==> config.mk <==
export PLATFORM = sky130hd
export DESIGN_NAME = adc_idelay_scan_ctrl
export DESIGN_NICKNAME = d
export VERILOG_FILES = /design/src/rtl/adc_idelay_scan_ctrl.sv
export SDC_FILE = /design/constraint.sdc
export NUM_CORES = 1
export LEC_CHECK = 0
export ABC_CLOCK_PERIOD_IN_PS = 5100
export CAP_MARGIN = 10
export CORE_ASPECT_RATIO = 0.75
export CORE_MARGIN = 10
export CORE_UTILIZATION = 51
export DETAILED_ROUTE_END_ITERATION = 10
export PLACE_DENSITY = 0.81
export SLEW_MARGIN = 40
export SYNTH_ARGS = -nofsm -noshare
export SYNTH_HDL_FRONTEND = slang
export SYNTH_SLANG_ARGS = --single-unit
==> constraint.sdc <==
create_clock -name clk_div -period 5.1 [get_ports clk_div]
set_input_delay 0.51 -clock clk_div [delete_from_list [all_inputs] [get_ports clk_div]]
set_output_delay 0.51 -clock clk_div [all_outputs]
set_load 0.1 [all_outputs]
==> src/rtl/adc_idelay_scan_ctrl.sv <==
// adc_idelay_scan_ctrl: sweeps the shared IDELAY tap, finds the widest passing window and loads its centre
module adc_idelay_scan_ctrl #(
    parameter int unsigned TAP_MAX    = 511,
    parameter int unsigned TAP_STEP   = 8,
    parameter int unsigned SETTLE_CYC = 16,
    parameter int unsigned CHECK_CYC  = 256
) (
    input  logic        clk_div,
    input  logic        rst,
    input  logic        start,
    input  logic [9:0]  pattern,
    input  logic [79:0] data,
    output logic        load,
    output logic [8:0]  cntvalue,
    output logic        busy,
    output logic        done,
    output logic        fail,
    output logic [8:0]  best_tap,
    output logic [9:0]  win_len
);
    localparam int unsigned CMAX = SETTLE_CYC > CHECK_CYC ? SETTLE_CYC : CHECK_CYC;
    localparam int CW = $clog2(CMAX + 1);
    typedef enum logic [2:0] {IDLE, LOAD, SETTLE, CHECK, EVAL, CENTER, DONE} state_t;
    state_t        state_q;
    logic [CW-1:0] cnt_q;
    logic [8:0]    tap_q, cur_start_q, best_start_q, best_end_q;
    logic [9:0]    cur_len_q, best_len_q;
    logic          err_q;
    logic          mism, better, last_pt, cnt_end;
    logic [9:0]    cur_len_d, best_len_d, next_tap;
    logic [8:0]    cur_start_d, best_start_d, best_end_d, centre;
    // sample compare plus the window bookkeeping applied when a sweep point closes
    always_comb begin
        mism = 1'b0;
        for (int k = 0; k < 8; k++) mism = mism | (data[10*k +: 10] != pattern);
        cur_len_d    = err_q ? 10'd0 : cur_len_q + 10'd1;
        cur_start_d  = cur_len_q == 10'd0 ? tap_q : cur_start_q;
        better       = !err_q && cur_len_d > best_len_q;
        best_len_d   = better ? cur_len_d : best_len_q;
        best_start_d = better ? cur_start_d : best_start_q;
        best_end_d   = better ? tap_q : best_end_q;
        next_tap     = {1'b0, tap_q} + 10'(TAP_STEP);
        last_pt      = next_tap > 10'(TAP_MAX);
        centre       = 9'(({1'b0, best_start_d} + {1'b0, best_end_d}) >> 1);
        cnt_end      = cnt_q == CW'((state_q == SETTLE ? SETTLE_CYC : CHECK_CYC) - 1);
    end
    // scan sequencer with registered strobes and held results
    always_ff @(posedge clk_div) begin
        if (rst) begin
            state_q      <= IDLE;
            cnt_q        <= '0;
            tap_q        <= '0;
            cur_start_q  <= '0;
            best_start_q <= '0;
            best_end_q   <= '0;
            cur_len_q    <= '0;
            best_len_q   <= '0;
            err_q        <= 1'b0;
            load         <= 1'b0;
            cntvalue     <= '0;
            busy         <= 1'b0;
            done         <= 1'b0;
            fail         <= 1'b0;
            best_tap     <= '0;
            win_len      <= '0;
        end else begin
            load <= 1'b0;
            done <= 1'b0;
            case (state_q)
                IDLE: if (start) begin
                    tap_q      <= '0;
                    cur_len_q  <= '0;
                    best_len_q <= '0;
                    err_q      <= 1'b0;
                    busy       <= 1'b1;
                    load       <= 1'b1;
                    cntvalue   <= '0;
                    state_q    <= LOAD;
                end
                LOAD: begin
                    cnt_q   <= '0;
                    state_q <= SETTLE;
                end
                SETTLE: begin
                    err_q   <= 1'b0;
                    cnt_q   <= cnt_end ? '0 : cnt_q + 1'b1;
                    state_q <= cnt_end ? CHECK : SETTLE;
                end
                CHECK: begin
                    err_q   <= err_q | mism;
                    cnt_q   <= cnt_end ? '0 : cnt_q + 1'b1;
                    state_q <= cnt_end ? EVAL : CHECK;
                end
                EVAL: begin
                    cur_len_q    <= cur_len_d;
                    cur_start_q  <= cur_start_d;
                    best_len_q   <= best_len_d;
                    best_start_q <= best_start_d;
                    best_end_q   <= best_end_d;
                    load         <= 1'b1;
                    if (last_pt) begin
                        state_q  <= CENTER;
                        cntvalue <= best_len_d == 10'd0 ? 9'd0 : centre;
                        best_tap <= best_len_d == 10'd0 ? 9'd0 : centre;
                        win_len  <= best_len_d;
                        fail     <= best_len_d == 10'd0;
                    end else begin
                        tap_q    <= next_tap[8:0];
                        cntvalue <= next_tap[8:0];
                        state_q  <= LOAD;
                    end
                end
                CENTER: begin
                    busy    <= 1'b0;
                    done    <= 1'b1;
                    state_q <= DONE;
                end
                default: state_q <= IDLE;
            endcase
        end
    end
endmodule

# Yosys cells after proc, flatten, opt, wreduce, memory -nomap -nowiden
# Index checks and enable logic that the tools add are counted.
# op_classes
eq_ne	16
addsub	5
mux	29
order_cmp	2
reduce_logical	15
bitwise	8
# ops
cell	count
$mux 9	9
$ne 10x10->1	8
$pmux 9 s2	3
$pmux 10 s2	2
$mux 10	3
$logic_not 10->1	2
$pmux 3 s6	1
$add 10x1->10 const B	1
$add 9x4->10 const B	1
$add 9x9->10	1
$gt 10x10->1	1
$gt 10x9->1 const B	1
$add 9x1->9 const B	1
$eq 9x9->1	1
$mux 3	3
$sub 9x1->9 const B	1
$or 1x1->1	8
$reduce_and 2->1	4
$eq 3x2->1 const B	2
$eq 3x3->1 const B	2
$reduce_bool 2->1	3
$mux 1	5
$ne 2x2->1 const B	2
$pmux 1 s2	2
8 further kinds	8
# word_totals
out_inout_bits	32
register_bits	101
wordCells	91
in_bits	93

# Logic depth before layout (Yosys ltp)
# depth
depth_word	10
mapped_depth	26
ltp_nobuf	24

# Worst setup path after synthesis
# No wires, ideal clock.
# synth_path
path_type	register to register
from	register cur_len_q[1]
to	register cntvalue[7]
n_path_buf	3
synth_period_minus_slack_ns	4.726
required_ns	5.026
stages_incl_launch_ff	27
setup_time_ns	0.074
arrival_time_ns	4.652
path_slack_ns	0.374
cell_sequence	dfxtp_1 ha_1 nand3_1 xor2_1 nor2_1 ha_1 nand3_1 a21oi_1 a211o_1 maj3_1 nand3_1 a311oi_4 buf_4 buf_4 buf_2 o21ai_0 ha_1 nor2b_1 o21ai_0 a21boi_0 o21ai_0 nand2b_1 a21o_1 a21oi_1 xnor2_1 nand2_1 a31oi_1
# synth_between
elab_chain_cells	9
elab_cells_between_ends	14
cone_classes	add/sub: 2; order compare: 1; mux: 8; reduce/logical: 3
# synth_lines
item	line	rtl
start: declaration	27	logic [9:0] cur_len_q, best_len_q;
start signal: assignment	95	cur_len_q <= cur_len_d;
$add 10x1->10	36	cur_len_d = err_q ? 10'd0 : cur_len_q + 10'd1;
$mux 10	36	
$gt 10x10->1	38	better = !err_q && cur_len_d > best_len_q;
$logic_and 1x1->1	38	
$mux 9 (*)	40	best_start_d = better ? cur_start_d : best_start_q;
named net best_start_d[2]	31	logic [8:0] cur_start_d, best_start_d, best_end_d, centre;
$add 9x9->10 (*)	44	centre = 9'(({1'b0, best_start_d} + {1'b0, best_end_d}) >> 1);
$mux 9 (*)	103	cntvalue <= best_len_d == 10'd0 ? 9'd0 : centre;
$mux 9 (*)	101	if (last_pt) begin
$pmux 9 s2 (*)	69	case (state_q)
end signal: assignment	103	
end signal: assignment	109	cntvalue <= next_tap[8:0];
end: declaration	14	output logic [8:0] cntvalue,
# The timed path passes the listed nets; every way through them passes the cells marked *.
# A chain may end at the register's enable or synchronous reset.

# Worst setup path in the final report
# layout_path
from	register cur_len_q[0]
to	register best_tap[7]
# layout_between
elab_chain_cells	7
elab_cells_between_ends	12
cone_classes	add/sub: 2; order compare: 1; mux: 6; reduce/logical: 3
# layout_lines
item	line	rtl
$add 10x1->10	36	
$mux 10	36	
$gt 10x10->1	38	
$logic_and 1x1->1	38	
$mux 9	41	best_end_d = better ? tap_q : best_end_q;
named net best_end_d[3]	31	
$add 9x9->10	44	
$mux 9	104	best_tap <= best_len_d == 10'd0 ? 9'd0 : centre;
end signal: assignment	104	
end: declaration	18	output logic [8:0] best_tap,
# The timed path passes the listed nets, and every way through them passes these cells.

==> results.cfg <==
[outcome]
status = completed

[sta]
setup_viol_count_final = 0
final-hold-violation-count = 0
fmax_mhz = 208
final_max_slew_viol_count = 0
slew_headroom = 0.529
timing.final.crit_share = 0.943
fin_skew_ns = 0.0103
tightest_slew_ns = 0.706
finalSetupTns_ns = 0
fin_crit_ns = 4.81

[grt]
antenna_found_initial = 0
grt_usage = 0.210
grt_pass1_wl_mm = 26.6
grt_pass1_vias = 5221
grt-ovfl-total = 0
grt_max_degree = 56

[routing]
wl_mm = 16.9
ant_nets = 0
drt_iter0_drc = 617
drtPass1Iterations = 6
num_vias = 5472
routedWlPerCell_um = 18.1
via_per_inst = 5.88
drcViolationCount = 0

[yosys]
synth-seq-cells = 98
synthArstFlopShare = 0
synth.net_count = 789
netlist_instances = 675
synth_area_um2 = 5450
synth_edf_count = 0
yosysUniqueCellTypes = 55
synth-seq-area-share = 0.360
avgSynthCellArea_um2 = 8.08
ys.flop_type = dfxtp_1
synth_warnings = 0

[power_and_ir_drop]
intPower_mw = 1.32
p_sw_uw = 436
seqPwrFrac = 0.447
power_frac_comb = 0.134
vdd_drop_max_uv = 225
p_clk_frac = 0.419
swShare = 0.249
leakage_nw = 2.76
total_power_mw = 1.75
power_density_nw_per_um2 = 250

[cells_and_area]
final_cell_mix = dfxtp_1, nor2_1, clkdlybuf4s50_1, nand2_1, a21oi_1
multiInputGateArea_um2 = 3290
nFillCells = 847
area_delta_synth_final_pct = 28.8
layout_commonest_cell = dfxtp_1
final_layout_size_suffix_gt1_frac = 0.112
seq_area_um2 = 1970
nets = 903
antenna_cells = 0

[run]
cap_violations = 0

[place]
port_buffers = 124
place_hpwl_mm = 12.8
globalplace.congestion = 0.934

[worst_setup_path]
critPathMaxFanout = 9
worstSetupPathType = register to register
worstReg2RegStart = cur_len_q[0]
crit_start = cur_len_q[0]
crit_required_ns = 5.38
cp-start-kind = register
endpoint_kind = register
arrival_ns = 5.09

[clocking]
clock_latency_ns = 0.35
postCtsHoldBufs = 0
cts_sinks = 98
clk_pin_slew_ns = 0.07
cts_buffer_depth = 2
htreeDepth = 3
cts_root_buf = clkbuf_16
tritoncts = yes
cts_buffers = 9

[floorplanning]
die_h_um = 110
die_w_um = 139
rows = 32
initial_core_util = 0.526
core-area_um2 = 10400
io_pins = 125
die-area_um2 = 15300

[worst_hold_path]
min_from = cntvalue[0]
hp-class = register to register
==> synthesized netlist by cell type, drive strengths merged (20+ instances only) <==
cell    number  area [µm²]
nor2        97         367
nand3       26         130
inv         20        75.1
mux2i       22         220
nand2       60         225
o21ai       20         100
and3        20         125
clkbuf      28         105
ha          20         250
a21oi       54         282
a22oi       23         173
dfxtp       98        1960
==> final cells by class <==
cell class                 count  area share
clock inverter                 7      0.0144
clock buffer                   9      0.0321
timing repair buffer         139       0.170
multi-input combinational    521       0.469
tap                          136      0.0242
inverter                      20      0.0107
sequential                    98       0.280
==> kinds of logic (layout without fill, tap and decap cells) <==
family	count (synthesis)	count (layout)	share of synthesized area
buffers and inverters	56	175	0.0411
AOI/OAI and AO/OA	153	153	0.188
adders and majority gates	22	22	0.0514
and+or+nand+nor	285	285	0.253
muxes	29	29	0.0548
xor gates and xnor gates	32	32	0.0514
DFF	98	98	0.360
==> per-stage QoR <==
| step | cell area [µm²] | hold slack, ns | utilization | instances | worst slack, ns |
|---|---|---|---|---|---|
| 3_3_place_gp | 6790 | 0.440 | 0.654 | 909 | 0.438 |
| 2_1_floorplan | 5450 | 0.434 | - | 675 | 0.374 |
| 4_1_cts | 6960 | 0.461 | 0.671 | 925 | 0.173 |
| 5_1_grt | 7020 | 0.480 | 0.677 | 930 | -0.0292 |
| 6_report | 7020 | 0.457 | 0.677 | 930 | 0.289 |
| 3_5_place_dp | 6640 | 0.451 | 0.640 | 909 | 0.215 |
==> power groups by stage <==
stage	sequential [mW]	clock [mW]	combinational (mW)
2_1_floorplan	0.813	0	0.102
3_3_place_gp	0.800	0	0.225
3_5_place_dp	0.800	0	0.230
4_1_cts	0.783	0.741	0.230
5_1_grt	0.784	0.773	0.253
6_report	0.783	0.735	0.234
==> critical path: stages, from the launching register on <==
cell and delay (ns):
dfxtp_2 0.41, ha_2 0.24, and3_1 0.17, xnor2_1 0.08, nor2_2 0.22, ha_1 0.29
nand3_1 0.11, a21oi_1 0.05, a211o_1 0.30, maj3_1 0.35, nand3_1 0.14, a311oi_4 0.10
buf_4 0.20, buf_4 0.17, mux2_2 0.28, ha_1 0.32, o21ai_1 0.13, a21boi_0 0.13
o21ai_0 0.18, nand2b_1 0.11, a21o_1 0.19, a21oi_1 0.17, xnor2_1 0.13, nand2_1 0.09
a21oi_1 0.16
==> registers in the layout (all words and copies together) (netlist names) <==
name          cells
best_end_q        9
best_len_q       10
best_start_q      9
best_tap          9
busy              1
cnt_q             9
cntvalue          9
cur_len_q        10
cur_start_q       9
done              1
err_q             1
fail              1
load              1
state_q           3
tap_q             6
win_len          10
==> final timing paths <==
| kind | endpoint | slack (ns) | depth (start not counted) |
|---|---|---|---|
| setup reg to reg | best_tap[7] | 0.29 | 24 |
| hold / removal | cntvalue[0] | 0.46 | 2 |
| setup / recovery | best_tap[7] | 0.29 | 24 |
| hold reg to reg | cntvalue[0] | 0.46 | 2 |
==> per-layer routing <==
| layer | share of wire | vias to the layer above | global-route usage |
|---|---|---|---|
| li1 | - | 2669 | - |
| met1 | 0.44 | 2555 | 0.274 |
| met2 | 0.47 | 228 | 0.348 |
| met3 | 0.085 | 20 | 0.0526 |
| met4 | 0.011 | 0 | 0.0409 |
| met5 | 0 | - | 0 |
==> what timing repair did <==
item | 4_1_cts | 5_1_grt
endpoints found under the setup margin | 0 | 3
setup buffers | 0 | 4
resized for setup | 0 | 9
Power figures use the tool's default switching activity.
